## src/rtl/pt_pkg.sv

```systemverilog
// Shared constants, encodings and types for the pulse-train decoder.
package pt_pkg;

    localparam logic [6:0] SHORT_MIN = 7'd2;
    localparam logic [6:0] SHORT_MAX = 7'd6;
    localparam logic [6:0] LONG_MIN  = 7'd10;
    localparam logic [6:0] LONG_MAX  = 7'd14;
    localparam logic [6:0] SYNC_GAP  = 7'd64;
    localparam logic [6:0] RUN_MAX   = 7'd127;

    localparam int unsigned CB_PER_FRAME = 12;
    localparam logic [5:0]  LAST_PHASE   = 6'(4 * CB_PER_FRAME - 1);

    localparam logic [1:0] CB_ZERO  = 2'b00;
    localparam logic [1:0] CB_ONE   = 2'b01;
    localparam logic [1:0] CB_FLOAT = 2'b10;

    typedef enum logic [1:0] {StHunt, StData, StSyncHi, StSyncLo} pt_state_e;

    typedef enum logic [1:0] {ClsBad, ClsShort, ClsLong} run_cls_e;

    function automatic run_cls_e classify(input logic [6:0] len);
        if (len >= SHORT_MIN && len <= SHORT_MAX) begin
            return ClsShort;
        end
        if (len >= LONG_MIN && len <= LONG_MAX) begin
            return ClsLong;
        end
        return ClsBad;
    endfunction

endpackage

```

## src/rtl/pt_run_meas.sv

```systemverilog
// Synchronizes the serial line and measures/classifies each constant-level run.
module pt_run_meas
    import pt_pkg::*;
(
    input  logic     clk,
    input  logic     rst,
    input  logic     d,
    output logic     closed,
    output logic     closed_lvl,
    output run_cls_e closed_cls,
    output logic     gap_eq,
    output logic     gap_ge
);

    logic       sync1_q, ds_q, ds_last_q;
    logic [1:0] prime_q;
    logic [6:0] run_cnt_q, run_cnt_d;
    logic       live, edge_det, low_cont;

    // Runs are only counted once real line samples have reached ds after reset.
    assign live     = prime_q[1];
    assign edge_det = live && (ds_q != ds_last_q);
    assign low_cont = live && !ds_q && !edge_det;

    always_comb begin
        run_cnt_d = run_cnt_q;
        if (edge_det) begin
            run_cnt_d = 7'd1;
        end else if (live && run_cnt_q != RUN_MAX) begin
            run_cnt_d = run_cnt_q + 7'd1;
        end
    end

    always_ff @(posedge clk) begin
        if (rst) begin
            sync1_q   <= 1'b0;
            ds_q      <= 1'b0;
            ds_last_q <= 1'b0;
            prime_q   <= 2'b00;
            run_cnt_q <= 7'd0;
        end else begin
            sync1_q   <= d;
            ds_q      <= sync1_q;
            ds_last_q <= ds_q;
            prime_q   <= {prime_q[0], 1'b1};
            run_cnt_q <= run_cnt_d;
        end
    end

    // run_cnt_q excludes the current cycle, so 63 here means the low run is now 64 long.
    assign closed     = edge_det;
    assign closed_lvl = ds_last_q;
    assign closed_cls = classify(run_cnt_q);
    assign gap_eq     = low_cont && (run_cnt_q == SYNC_GAP - 7'd1);
    assign gap_ge     = low_cont && (run_cnt_q >= SYNC_GAP - 7'd1);

endmodule

```

## src/rtl/pt_dec.sv

```systemverilog
// Pulse-train frame decoder: phase/codebit FSM and shift registers over pt_run_meas.
module pt_dec
    import pt_pkg::*;
(
    input  logic        clk,
    input  logic        rst,
    input  logic        d,
    output logic [23:0] ad,
    output logic        valid,
    output logic        err
);

    logic      closed, closed_lvl, gap_eq, gap_ge;
    run_cls_e  closed_cls;

    pt_state_e   state_q, state_d;
    logic [5:0]  phase_q, phase_d;
    logic [23:0] shadow_q, shadow_d, ad_q, ad_d;
    logic        half_q, half_d, valid_q, valid_d, err_q, err_d;
    run_cls_e    hi_cls_q, hi_cls_d;

    logic       bad, half_ok, half_val, cb_ok;
    logic [1:0] cb;

    pt_run_meas u_run_meas (
        .clk        (clk),
        .rst        (rst),
        .d          (d),
        .closed     (closed),
        .closed_lvl (closed_lvl),
        .closed_cls (closed_cls),
        .gap_eq     (gap_eq),
        .gap_ge     (gap_ge)
    );

    always_comb begin
        state_d  = state_q;
        phase_d  = phase_q;
        shadow_d = shadow_q;
        half_d   = half_q;
        hi_cls_d = hi_cls_q;
        ad_d     = ad_q;
        valid_d  = 1'b0;
        err_d    = 1'b0;
        bad      = 1'b0;

        half_val = (hi_cls_q == ClsLong);
        half_ok  = (hi_cls_q == ClsShort && closed_cls == ClsLong) ||
                   (hi_cls_q == ClsLong  && closed_cls == ClsShort);
        cb_ok    = 1'b1;
        cb       = CB_ZERO;
        case ({half_q, half_val})
            2'b00:   cb = CB_ZERO;
            2'b11:   cb = CB_ONE;
            2'b01:   cb = CB_FLOAT;
            default: cb_ok = 1'b0;
        endcase

        case (state_q)
            StHunt: begin
                if (gap_ge) begin
                    state_d  = StData;
                    phase_d  = 6'd0;
                    shadow_d = 24'd0;
                end
            end
            StData: begin
                // At phase 0 a closing low run is the arming gap itself.
                if (gap_eq && phase_q != 6'd0) begin
                    bad = 1'b1;
                end else if (closed && (closed_lvl || phase_q != 6'd0)) begin
                    if (closed_cls == ClsBad) begin
                        bad = 1'b1;
                    end else if (!phase_q[0]) begin
                        hi_cls_d = closed_cls;
                    end else if (!half_ok) begin
                        bad = 1'b1;
                    end else if (!phase_q[1]) begin
                        half_d = half_val;
                    end else if (!cb_ok) begin
                        bad = 1'b1;
                    end else begin
                        shadow_d = {shadow_q[21:0], cb};
                    end
                    if (!bad) begin
                        if (phase_q == LAST_PHASE) begin
                            state_d = StSyncHi;
                            phase_d = 6'd0;
                        end else begin
                            phase_d = phase_q + 6'd1;
                        end
                    end
                end
            end
            StSyncHi: begin
                if (closed) begin
                    if (closed_lvl && closed_cls == ClsShort) begin
                        state_d = StSyncLo;
                    end else begin
                        bad = 1'b1;
                    end
                end
            end
            StSyncLo: begin
                if (gap_eq) begin
                    ad_d     = shadow_q;
                    valid_d  = 1'b1;
                    state_d  = StData;
                    phase_d  = 6'd0;
                    shadow_d = 24'd0;
                end else if (closed) begin
                    bad = 1'b1;
                end
            end
            default: state_d = StHunt;
        endcase

        if (bad) begin
            err_d    = 1'b1;
            state_d  = StHunt;
            phase_d  = 6'd0;
            shadow_d = 24'd0;
        end
    end

    always_ff @(posedge clk) begin
        if (rst) begin
            state_q  <= StHunt;
            phase_q  <= 6'd0;
            shadow_q <= 24'd0;
            half_q   <= 1'b0;
            hi_cls_q <= ClsBad;
            ad_q     <= 24'd0;
            valid_q  <= 1'b0;
            err_q    <= 1'b0;
        end else begin
            state_q  <= state_d;
            phase_q  <= phase_d;
            shadow_q <= shadow_d;
            half_q   <= half_d;
            hi_cls_q <= hi_cls_d;
            ad_q     <= ad_d;
            valid_q  <= valid_d;
            err_q    <= err_d;
        end
    end

    assign ad    = ad_q;
    assign valid = valid_q;
    assign err   = err_q;

endmodule

```

## config.mk

```make
export PLATFORM = sky130hd
export DESIGN_NAME = pt_dec
export DESIGN_NICKNAME = d
export VERILOG_FILES = /design/src/rtl/pt_pkg.sv /design/src/rtl/pt_run_meas.sv /design/src/rtl/pt_dec.sv
export SDC_FILE = /design/constraint.sdc
export NUM_CORES = 1
export LEC_CHECK = 0
export ABC_CLOCK_PERIOD_IN_PS = 2400
export CAP_MARGIN = 25
export CORE_MARGIN = 5
export CORE_UTILIZATION = 58
export DETAILED_ROUTE_END_ITERATION = 8
export HOLD_SLACK_MARGIN = 0.15
export PLACE_DENSITY = 0.83
export SLEW_MARGIN = 20
export SYNTH_ARGS = -nofsm -noshare
export SYNTH_HDL_FRONTEND = slang
export SYNTH_SLANG_ARGS = --single-unit
```

## constraint.sdc

```tcl
create_clock -name clk -period 2.4 [get_ports clk]
set_input_delay 0.36 -clock clk [delete_from_list [all_inputs] [get_ports clk]]
set_output_delay 0.36 -clock clk [all_outputs]
set_load 0.05 [all_outputs]
```

# Word level (Yosys, flattened, before mapping)
# Cells that the tools add are included.
word_totals:
  reg_bits: 73
  latchBits: 0
  ramBits: 0
  romBits: 0
  output_inout_bits: 26
  elab_cells: 141
  n_memories: 0
classes:
  addsub: 2
  multipliers: 0
  div: 0
  n_lt_le_gt_ge: 5
  eq_ne: 26
  n_shift: 0
  n_mux: 55
  bitwise: 5
  n_reduce_logical: 33
ops:
  columns: ["cell", "count"]
  rows:
  - ["$mux 24", 9]
  - ["$pmux 24 s3", 1]
  - ["$mux 6", 6]
  - ["$ne 2x2->1 const B", 13]
  - ["$mux 2", 12]
  - ["$mux 1", 23]
  - ["$pmux 6 s3", 1]
  - ["$logic_and 1x1->1", 13]
  - ["$eq 2x2->1 const B", 5]
  - ["$reduce_and 10->1", 1]
  - ["$eq 2x1->1 const B", 4]
  - ["$pmux 2 s4", 1]
  - ["$reduce_and 8->1", 1]
  - ["$add 7x1->7 const B", 1]
  - ["$eq 7x6->1 const B", 1]
  - ["$ge 7x2->1 const B", 1]
  - ["$ge 7x4->1 const B", 1]
  - ["$ge 7x6->1 const B", 1]
  - ["$le 7x3->1 const B", 1]
  - ["$le 7x4->1 const B", 1]
  - ["$ne 7x7->1 const B", 1]
  - ["$reduce_and 7->1", 1]
  - ["$add 6x1->6 const B", 1]
  - ["$eq 6x6->1 const B", 1]
  - ["other kinds (15)", 25]

# Depth between registers and ports, before layout
# Gate-level depths: netlist (run 1).
logic_depth:
  ltp_word: 19
  mapped_depth: 9

# By module
# A second synthesis (run 1) with hierarchy kept.
unflattened:
  cells_unflattened: 428
  hier_area_um2: 3565.9
by_module_without_submodules:
  columns: ["module", "instances", "cells_each", "area_each_um2", "seq_area_each_um2"]
  rows:
  - ["pt_dec", 1, 359, 2970.3, 1221.2]
  - ["pt_run_meas", 1, 69, 595.6, 240.2]

# Worst setup path after synthesis (run 1)
# Ideal clock, no wire load.
synth_path:
  path_kind: "register to register"
  from: "register u_run_meas.run_cnt_q[1]"
  to: "register shadow_q[0]"
  setup_time_ns: 0.115
  arrival_ns: 1.917
  required_time_ns: 2.285
  path_slack_ns: 0.368
  path_stages_with_launch: 9
  period_less_slack_ns: 2.032
  path_cell_list: "dfxtp_1 -> ha_1 -> and3b_1 -> o32ai_4 -> a31oi_4 -> nor3_4 -> buf_6 -> mux2i_1 -> nor2_2"
synth_via:
  elab_chain_cells: 19
  elab_cells_between_ends: 43
  cone_classes: "5 x order compare; 8 x eq/ne; 18 x mux; 12 x reduce/logical"
synth_rtl:
  columns: ["element", "line_no", "text"]
  rows:
  - ["start: declaration", "pt_run_meas.sv:17", "logic [6:0] run_cnt_q, run_cnt_d;"]
  - ["start signal: assignment", "pt_run_meas.sv:46", "run_cnt_q <= run_cnt_d;"]
  - ["$ge 7x4->1 or $le 7x4->1 (tied branches)", "pt_pkg.sv:26", "if (len >= LONG_MIN && len <= LONG_MAX) begin"]
  - ["$logic_and 1x1->1", "pt_pkg.sv:26", null]
  - ["$mux 1 (2 in a row)", "pt_pkg.sv:26", null]
  - ["$mux 2", "pt_pkg.sv:29", "return ClsBad;"]
  - ["$mux 2", "pt_pkg.sv:26", null]
  - ["$eq 2x2->1 or $eq 2x1->1 (tied branches)", "pt_dec.sv:48, pt_dec.sv:49, pt_dec.sv:97", null]
  - ["$logic_and 1x1->1, on equally long branches", "pt_dec.sv:48, pt_dec.sv:49", null]
  - ["$logic_or 1x1->1", "pt_dec.sv:48", "half_ok = (hi_cls_q == ClsShort && closed_cls == ClsLong) ||"]
  - ["(+2 left out)", null, null]
  - ["$mux 1", "pt_dec.sv:72", "if (closed_cls == ClsBad) begin"]
  - ["$mux 1", "pt_dec.sv:71", "end else if (closed && (closed_lvl || phase_q != 6'd0)) begin"]
  - ["$mux 1", "pt_dec.sv:69", "if (gap_eq && phase_q != 6'd0) begin"]
  - ["$mux 1", "pt_dec.sv:59", "case (state_q)"]
  - ["$mux 1", "pt_dec.sv:71", null]
  - ["$mux 1", "pt_dec.sv:69", null]
  - ["$pmux 1 s3", "pt_dec.sv:59", null]
  - ["$reduce_or 2->1 (no line)", null, null]
  - ["end signal: assignment", "pt_dec.sv:139", "shadow_q <= shadow_d;"]
  - ["end: declaration", "pt_dec.sv:18", "logic [23:0] shadow_q, shadow_d, ad_q, ad_d;"]
# Several ways; a longest one is shown, not always the timed one. The select of a mux whose other input is x is not followed.
# A chain may end at the register's enable or synchronous reset.

# Worst setup path after layout (run 1)
layout_path:
  from: "register u_run_meas.run_cnt_q[0]"
  to: "register shadow_q[15]"
# The elaborated chain is that of the path after synthesis.

==> impl_metrics.env, run 1 <==
export IMPL_rr_startpoint="u_run_meas.run_cnt_q[0]"
export IMPL_multiInputGateArea_sq_um=1900
export IMPL_grt_max_degree=35
export IMPL_timing_reg2reg_setup_slack_ns=0.14
export IMPL_antenna_found_initial=0
export IMPL_rsz0062_at_grt="no"
export IMPL_slew_headroom_pct=61.3
export IMPL_drt_wl_total_mm=7.30
export IMPL_cp_slowest_cell="dfxtp_1"
export IMPL_hold_viol=0
export IMPL_critPathCaptureType="flop"
export IMPL_clk_latency_ns=0.35
export IMPL_root_buffer="clkbuf_8"
export IMPL_die_w_um=87.8
export IMPL_met3_usage_pct=4.05
export IMPL_p_leak_nw=1.36
export IMPL_max_clock_path_buffers=2
export IMPL_cp_depth=9
export IMPL_grt_use_met2_pct=31.0
export IMPL_ys_warn_count=0
export IMPL_cp_slowest_stage_delay_ns=0.43
export IMPL_grt_pass1_vias=2595
export IMPL_regArea_sq_um=1460
export IMPL_first_iter_violations=187
export IMPL_ant_nets=0
export IMPL_syn_to_final_growth_pct=16.7
export IMPL_fin_nets=432
export IMPL_synthAdderAreaFrac_pct=3.92
export IMPL_critPathMaxFanout=16
export IMPL_cts_sinks=73
export IMPL_crit_family="compound AO/OA/AOI/OAI gates"
export IMPL_grt_pass1_wl_mm=12.3
export IMPL_die_h_um=87.8
export IMPL_synth_seq_cells=73
export IMPL_start_util_pct=59.3
export IMPL_syn_instance_count=387
export IMPL_netlist_area_leader_share_pct=41.6
export IMPL_synth_xor_area_share_pct=1.75
export IMPL_cts_htree_levels=3
export IMPL_power_density_nw_per_um2=555
export IMPL_critPathLaunch="u_run_meas.run_cnt_q[0]"
export IMPL_path_cells="inv_1 -> ha_1 -> and3b_1 -> o32ai_4 -> o2111ai_2 -> a311oi_2 -> o21ai_4 -> buf_4 -> nor2_2"
export IMPL_r2r_cells=9
export IMPL_gr_total_overflow=0
export IMPL_yosys_area_share_simple_pct=26.8
export IMPL_place_gp_congestion=0.946
export IMPL_status="finished clean"
export IMPL_r2r_end="shadow_q[15]"
export IMPL_crit_end="shadow_q[15]"
export IMPL_synth_top_family_by_area="simple AND/OR/NAND/NOR gates"
export IMPL_post_dp_hpwl_mm=5.09
export IMPL_yosysUniqueCellTypes=55
export IMPL_startpoint_type="flop"
export IMPL_layout_min_cycle_time_ns=2.26
export IMPL_viasPerCell=5.62
export IMPL_cts_reportedPaths_clkPinSlew_ns=0.08
export IMPL_num_rows=28
export IMPL_vias=2797
export IMPL_critical_path_arrival_ns=2.50
export IMPL_diodes=0
export IMPL_min_path_type="reg -> reg"
export IMPL_synth_ff_type="dfxtp_1"
export IMPL_clock_skew_ns=0.0149
export IMPL_cts_inserted_buffers=9
export IMPL_yosys_mux_area_fraction_pct=6.88
export IMPL_finalMaxSlewViolations=0
export IMPL_drive_gt1_share_pct=17.5
export IMPL_io_pins=29
export IMPL_drv_cap=0
export IMPL_coreArea_sq_um=5920
export IMPL_syn_area_sq_um=3510
export IMPL_use_met1_pct=27.3
export IMPL_max_freq_mhz=442
export IMPL_ir_drop_v=0.000419
export IMPL_synth_area_top_cells="dfxtp_1 42%, mux2i_1 6.6%, nand3_1 5.0%"
export IMPL_path_class="reg -> reg"
export IMPL_synth_compound_area_share_pct=14.5
export IMPL_wl_per_cell_um=14.7
export IMPL_tightest_slew_ns=0.578
export IMPL_synth_area_per_cell_sq_um=9.07
export IMPL_path_buf_inv=2
export IMPL_synth_nets=401
export IMPL_setup_tns_ns=0
export IMPL_fp_dieArea_sq_um=7710
export IMPL_globalRoute_busiestLayer="met2"
export IMPL_drt_pass1_iterations=4
export IMPL_grt_util_all_layers_pct=20.4
export IMPL_drc_errors=0
export IMPL_io_buffers=28
export IMPL_async_flop_share_pct=0
export IMPL_final_setup_viol_count=0
export IMPL_cp_required_ns=2.64
export IMPL_synth_edf_count=0
export IMPL_seq_area_frac_synth_pct=41.6
export IMPL_nFillCells=453
export IMPL_period_share_pct=94.3
export IMPL_holdWs_ns=0.441
export IMPL_tritoncts="yes"
export IMPL_synth_area_leader_cell="dfxtp_1"
export IMPL_postCtsHoldBufs=0
[timing repair]
item,in CTS,in global routing
setup endpoints to repair,0,11
buffers inserted,0,1
gates resized for setup,0,1
[through the flow]
step	power, mW	utilization [%]	setup slack [ns]	instances	area, sq um
2_1_floorplan	1.30	-	0.368	387	3510
3_3_place_gp	1.32	65.6	0.215	481	3880
3_5_place_dp	1.32	65.6	0.144	481	3880
4_1_cts	2.29	69.0	0.111	497	4090
5_1_grt	2.35	69.2	0.0174	498	4100
6_report	2.27	69.2	0.137	498	4100
[how the worst min path moves through the flow]
stage | from | endpoint | slack, ns | cells past startpoint
floorplan | u_run_meas.sync1_q | u_run_meas.ds_q | 0.41 | 1
global placement | u_run_meas.prime_q[0] | u_run_meas.prime_q[1] | 0.42 | 1
detailed placement | u_run_meas.prime_q[0] | u_run_meas.prime_q[1] | 0.43 | 1
CTS | u_run_meas.sync1_q | u_run_meas.ds_q | 0.45 | 1
global route | u_run_meas.sync1_q | u_run_meas.ds_q | 0.47 | 1
finish | u_run_meas.sync1_q | u_run_meas.ds_q | 0.44 | 1
[synth_stat cells (3+ instances only)]
cell type	number
a21oi_1	30
a21oi_2	11
a31oi_1	4
and2_1	19
and3_1	4
buf_6	6
clkbuf_1	14
dfxtp_1	73
ha_1	11
inv_1	8
mux2i_1	23
nand2_1	35
nand2b_1	6
nand3_1	35
nor2_1	16
nor2_2	20
nor2b_1	6
nor3_1	5
o21ai_0	11
o21ai_1	3
xor2_1	6
[registers in the layout, summed over array words and instances, names as in the netlist]
register,cells
u_run_meas.closed_lvl,1
phase_q,6
state_q,2
shadow_q,24
valid,1
half_q,1
u_run_meas.ds_q,1
err,1
u_run_meas.prime_q,2
u_run_meas.sync1_q,1
hi_cls_q,2
ad,24
u_run_meas.run_cnt_q,7
[area by class of cell]
cell class | count | share of cell area [%]
Inverter | 8 | 0.733
Timing Repair Buffer | 42 | 10.0
Sequential cell | 73 | 35.7
Clock inverter | 6 | 1.59
Clock buffer | 10 | 3.36
Tap cell | 75 | 2.29
Multi-Input combinational cell | 284 | 46.3
[power by group]
group / total (mW) / internal (mW) / switching, mW
Clock: 0.980 / 0.510 / 0.471
Combinational: 0.0668 / 0.0231 / 0.0436
Sequential: 1.23 / 1.22 / 0.00844
[metal layers]
layer	vias to the layer above	wire length [um]
met5	-	0
met4	0	134
met3	13	350
met2	71	3500
met1	1301	3310
li1	1412	-
[cell usage in the layout, fill, tap and decap left out, types with 4 or more instances in the layout]
cell type / count
dfxtp_1: 72
nand2_1: 35
nand3_1: 35
a21oi_1: 30
clkdlybuf4s50_1: 28
mux2i_1: 23
nor2_2: 20
and2_1: 19
nor2_1: 16
buf_4: 12
a21oi_2: 11
o21ai_0: 11
ha_1: 11
clkbuf_8: 10
inv_1: 8
nand2b_1: 6
xor2_1: 6
nor2b_1: 6
nor3_1: 5
and3_1: 4
a31oi_1: 4
[kinds of logic (layout without fill, tap and decap cells)]
group | after synthesis | in the layout
AO/OA/AOI/OAI | 74 | 74
XOR/XNOR | 7 | 7
adder cells (fa/ha/maj) | 11 | 11
buffers and inverters | 30 | 66
flip-flops | 73 | 73
multiplexers | 24 | 24
AND/OR/NAND/NOR | 168 | 168
No activity file was read; power rests on OpenSTA's default activity.
==> run 2, diff against run 1 <==
--- a/config.mk
+++ b/config.mk
@@ -8,5 +8,5 @@
 export ABC_CLOCK_PERIOD_IN_PS = 2400
 export CAP_MARGIN = 25
-export CORE_MARGIN = 5
+export CORE_MARGIN = 2
 export CORE_UTILIZATION = 58
 export DETAILED_ROUTE_END_ITERATION = 8
==> constraint.sdc (replaced) <==
create_clock -name clk -period 2.4 [get_ports clk]
set_input_delay 0.36 -clock clk [delete_from_list [all_inputs] [get_ports clk]]
set_output_delay 0.36 -clock clk [all_outputs]
set_load 0.005 [all_outputs]
==> run 2 against run 1 <==
Final cell count shrank 0.20%. Setup slack gained 0.032 ns. Sequential power is essentially flat. Critical path depth shrank 3. Worst hold slack gained 0.015 ns. First-iteration DRC count shrank 15%. Design area shrank 0.40%. Clock skew shrank 0.0027 ns. Sequential share of layout area grew 0.14 points.
==> impl_metrics.env, run 2 (same netlist as run 1, synthesis figures left out) <==
export IMPL_wl_per_cell_um=14.4
export IMPL_fin_area_sq_um=4080
export IMPL_nFillCells=487
export IMPL_p_leak_nw=1.35
export IMPL_r2r_end="phase_q[0]"
export IMPL_p_clk_share_pct=40.9
export IMPL_critPathMaxFanout=11
export IMPL_fin_nets=431
export IMPL_first_iter_violations=159
export IMPL_path_class="reg -> reg"
export IMPL_seqPwrFrac_pct=55.9
export IMPL_place_gp_congestion=0.919
export IMPL_grt_pass1_vias=2519
export IMPL_holdWs_ns=0.456
export IMPL_period_share_pct=93.0
export IMPL_diodes=0
export IMPL_die_w_um=81.8
export IMPL_p_int_mw=1.67
export IMPL_tritoncts="yes"
export IMPL_layout_min_cycle_time_ns=2.23
export IMPL_regArea_sq_um=1460
export IMPL_clock_skew_ns=0.0122
export IMPL_p_comb_share_pct=3.2
export IMPL_drt_wl_total_mm=7.14
export IMPL_rsz0062_at_grt="no"
export IMPL_setup_ws_ns=0.169
export IMPL_die_h_um=81.8
export IMPL_cts_htree_levels=3
export IMPL_final_cell_mix="72 x dfxtp_1, 35 x nand2_1, 35 x nand3_1"
export IMPL_setup_tns_ns=0
export IMPL_tightest_slew_ns=0.538
export IMPL_power_density_nw_per_um2=537
export IMPL_critPathLaunch="u_run_meas.run_cnt_q[3]"
export IMPL_start_util_pct=59.7
export IMPL_slew_headroom_pct=64.0
export IMPL_cp_required_ns=2.70
export IMPL_clk_latency_ns=0.36
export IMPL_grt_max_degree=35
export IMPL_hold_viol=0
export IMPL_grt_pass1_wl_mm=11.8
export IMPL_root_buffer="clkbuf_8"
export IMPL_drt_pass1_iterations=4
export IMPL_critical_path_arrival_ns=2.53
export IMPL_coreArea_sq_um=5890
export IMPL_timing_reg2reg_setup_slack_ns=0.17
export IMPL_crit_end="phase_q[0]"
export IMPL_post_dp_hpwl_mm=4.96
export IMPL_max_clock_path_buffers=2
export IMPL_viasPerCell=5.61
export IMPL_fin_total_pwr_mw=2.19
export IMPL_min_path_type="reg -> reg"
export IMPL_vias=2787
export IMPL_final_common_cell="dfxtp_1"
export IMPL_drive_gt1_share_pct=17.1
export IMPL_dpl_cell_area_sq_um=3900
export IMPL_p_switching_uw=517
export IMPL_r2r_cells=6
export IMPL_multiInputGateArea_sq_um=1900
export IMPL_grt_util_all_layers_pct=23.2
export IMPL_startpoint_type="flop"
export IMPL_critPathCaptureType="flop"
export IMPL_cts_inserted_buffers=9
export IMPL_drc_errors=0
export IMPL_syn_to_final_growth_pct=16.2
export IMPL_antenna_found_initial=0
export IMPL_gr_total_overflow=0
export IMPL_io_buffers=28
export IMPL_ant_nets=0
export IMPL_cts_reportedPaths_clkPinSlew_ns=0.08
export IMPL_final_setup_viol_count=0
export IMPL_finalMaxSlewViolations=0
export IMPL_rr_startpoint="u_run_meas.run_cnt_q[3]"
export IMPL_status="finished clean"
export IMPL_ir_drop_v=0.000451
export IMPL_place_ws_ns=0.176
export IMPL_num_rows=28
export IMPL_io_pins=29
export IMPL_drv_cap=0
export IMPL_min_from="ad[9]"
export IMPL_fp_dieArea_sq_um=6690
export IMPL_max_freq_mhz=448
export IMPL_cts_sinks=73
export IMPL_swShare_pct=23.6
-- run 2: changes by cell type in the layout (fill, tap and decap cells not counted), sizes merged --
cell / change
clkinv: -1
clkbuf: +2
buf: -1
bufinv: -1
-- run 2: power groups by stage --
stage | registers [mW] | clock network, mW | logic [mW]
floorplan | 1.25 | 0 | 0.0520
global placement | 1.25 | 0 | 0.0669
detailed placement | 1.25 | 0 | 0.0683
CTS | 1.23 | 0.906 | 0.0688
global route | 1.23 | 0.959 | 0.0748
finish | 1.23 | 0.896 | 0.0692
-- run 2: per-stage QoR --
stage	std cells	util (%)
6_report	497	69.3
2_1_floorplan	387	-
3_5_place_dp	481	66.2
4_1_cts	497	69.3
5_1_grt	497	69.3
3_3_place_gp	481	66.2
-- run 2: worst max-delay path: stages (launching register included) --
cell and delay, ns:
dfxtp_1 0.61, nand4_2 0.23, o21ai_1 0.22, nand3_2 0.11, or2_1 0.32, or4_1 0.54
a21oi_2 0.14
-- run 2: repair_timing --
action | 4_1_cts | 5_1_grt
hold buffers | 0 | 0
setup buffers | 0 | 0
gates resized for setup | 0 | 1
setup endpoints to repair | 0 | 1
-- run 2: worst min-delay path by stage --
stage	end	slack, ns	depth (start not counted)
global placement	u_run_meas.ds_q	0.42	1
detailed placement	ad[23]	0.45	2
global route	u_run_meas.ds_q	0.47	1
floorplan	u_run_meas.ds_q	0.41	1
CTS	ad[23]	0.46	2
finish	ad[9]	0.46	2
-- run 2: routing by layer --
metal  global-route usage (%)  up-vias  routed length (um)  part of all wire (%)
li1                         -     1406                   -                     -
met1                     29.9     1302                3350                    47
met2                     36.5       65                3280                    46
met3                     4.73       14                 314                   4.4
met4                     12.8        0                 189                   2.6
met5                        0        -                   0                     0
-- run 2: area by class of cell --
type                            count  area share (%)
Inverter                            8           0.736
Clock inverter                      4           0.644
Clock buffer                       12            3.80
Sequential cell                    73            35.8
Multi-Input combinational cell    284            46.5
Timing Repair Buffer               41            10.2
Tap cell                           75            2.30
==> run 3, diff against run 2 <==
Settings changed: CORE_MARGIN 2 to 3.
==> run 3 against run 2 <==
Via count is 0.25% higher. First-iteration DRC count is 16% lower. Sequential share of layout area down 0.20 points. Clock power increased by 9.4%. Sequential power is essentially flat. Utilization is 3.0 points higher. Die area rose by 4.9%. Register-to-register slack got worse by 0.02 ns. Final cell count shrank 0.20%. Worst hold slack got worse by 0.0069 ns. Critical path type unchanged. Largest cell class unchanged. Highest routed layer unchanged.
==> impl_metrics.env, run 3 (same netlist as run 1, synthesis figures left out) <==
export IMPL_period_share_pct=94.0
export IMPL_grt_use_met2_pct=34.5
export IMPL_rsz0062_at_grt="no"
export IMPL_slew_headroom_pct=60.8
export IMPL_tightest_slew_ns=0.585
export IMPL_nFillCells=432
export IMPL_die_w_um=83.8
export IMPL_io_buffers=28
export IMPL_critPathCaptureType="flop"
export IMPL_viasPerCell=5.63
export IMPL_drt_wl_total_mm=7.19
export IMPL_p_leak_nw=1.36
export IMPL_finalMaxSlewViolations=0
export IMPL_drive_gt1_share_pct=17.9
export IMPL_cp_required_ns=2.66
export IMPL_io_pins=29
export IMPL_grt_util_all_layers_pct=21.5
export IMPL_gr_total_overflow=0
export IMPL_first_iter_violations=133
export IMPL_cts_sinks=73
export IMPL_power_density_nw_per_um2=554
export IMPL_place_gp_congestion=0.857
export IMPL_clock_skew_ns=0.0124
export IMPL_hold_viol=0
export IMPL_globalRoute_busiestLayer="met2"
export IMPL_grt_max_degree=35
export IMPL_drv_cap=0
export IMPL_die_h_um=83.8
export IMPL_drt_pass1_iterations=4
export IMPL_regArea_sq_um=1460
export IMPL_path_class="reg -> reg"
export IMPL_final_setup_viol_count=0
export IMPL_coreArea_sq_um=5680
export IMPL_layoutNonFillerInstCount=496
export IMPL_max_clock_path_buffers=2
export IMPL_clk_latency_ns=0.36
export IMPL_root_buffer="clkbuf_8"
export IMPL_status="finished clean"
export IMPL_startpoint_type="flop"
export IMPL_drc_errors=0
export IMPL_start_util_pct=61.9
export IMPL_grt_pass1_wl_mm=12.4
export IMPL_num_rows=27
export IMPL_layout_min_cycle_time_ns=2.26
export IMPL_holdWs_ns=0.449
export IMPL_max_freq_mhz=443
export IMPL_ir_drop_v=0.000394
export IMPL_fin_nets=433
export IMPL_multiInputGateArea_sq_um=1900
export IMPL_tritoncts="yes"
export IMPL_setup_tns_ns=0
export IMPL_wl_per_cell_um=14.5
export IMPL_cts_htree_levels=3
export IMPL_critPathMaxFanout=6
export IMPL_ant_nets=0
export IMPL_vias=2794
export IMPL_min_path_type="reg -> reg"
export IMPL_critical_path_arrival_ns=2.52
export IMPL_diodes=0
export IMPL_met3_usage_pct=4.64
export IMPL_grt_pass1_vias=2688
export IMPL_final_common_cell="dfxtp_1"
export IMPL_cts_inserted_buffers=9
export IMPL_dp_cells=479
export IMPL_antenna_found_initial=0
export IMPL_post_dp_hpwl_mm=4.95
export IMPL_cts_reportedPaths_clkPinSlew_ns=0.08
export IMPL_syn_to_final_growth_pct=16.9
export IMPL_final_cell_mix="72 x dfxtp_1, 35 x nand2_1, 35 x nand3_1"
export IMPL_fp_dieArea_sq_um=7020
export IMPL_use_met1_pct=28.0
## run 3: per-stage QoR
stage / worst slack [ns] / total power [mW] / instance area, sq um / util [%]
floorplan: 0.368 / 1.30 / 3510 / -
global placement: 0.188 / 1.32 / 3890 / 68.5
detailed placement: 0.109 / 1.32 / 3890 / 68.5
CTS: 0.0725 / 2.29 / 4090 / 72.1
global route: 0.00989 / 2.36 / 4100 / 72.3
finish: 0.145 / 2.27 / 4100 / 72.3
## run 3: area by class of cell
class                           count  area share, %
Sequential cell                    73           35.7
Multi-Input combinational cell    284           46.3
Clock buffer                        9           3.02
Timing Repair Buffer               43           10.2
Inverter                            8          0.732
Clock inverter                      7           1.92
Tap cell                           72           2.20
## run 3: path summary, 6_finish.rpt
kind,slack (ns),from,to,depth (start not counted)
worst max-delay path,0.14,u_run_meas.run_cnt_q[0],state_q[0],9
worst min-delay path,0.45,u_run_meas.sync1_q,u_run_meas.ds_q,1
worst max register to register,0.14,u_run_meas.run_cnt_q[0],state_q[0],9
worst min register to register,0.45,u_run_meas.sync1_q,u_run_meas.ds_q,1
## run 3: critical path, cell delays in order, from the launching register on
cell and delay [ns]:
dfxtp_1 0.37, inv_1 0.08, ha_1 0.15, and3b_1 0.21, o32ai_4 0.24, o2111ai_2 0.19
a311oi_2 0.43, o21ai_4 0.10, buf_4 0.18, a311oi_1 0.20
## run 3: timing repair
action,in CTS,in global routing
setup endpoints to repair,0,2
resized for setup,0,2
setup buffers,0,1
hold buffers,0,0
## run 3: metal layers
metal / vias to the layer above / share of wire [%]
met5: - / 0
met4: 0 / 1.7
li1: 1408 / -
met2: 63 / 47
met3: 13 / 4.3
met1: 1310 / 47
## run 3: report_power, final
| part | internal (mW) | switching, mW |
|---|---|---|
| Sequential | 1.22 | 0.00892 |
| Clock | 0.488 | 0.492 |
| Combinational | 0.0241 | 0.0434 |
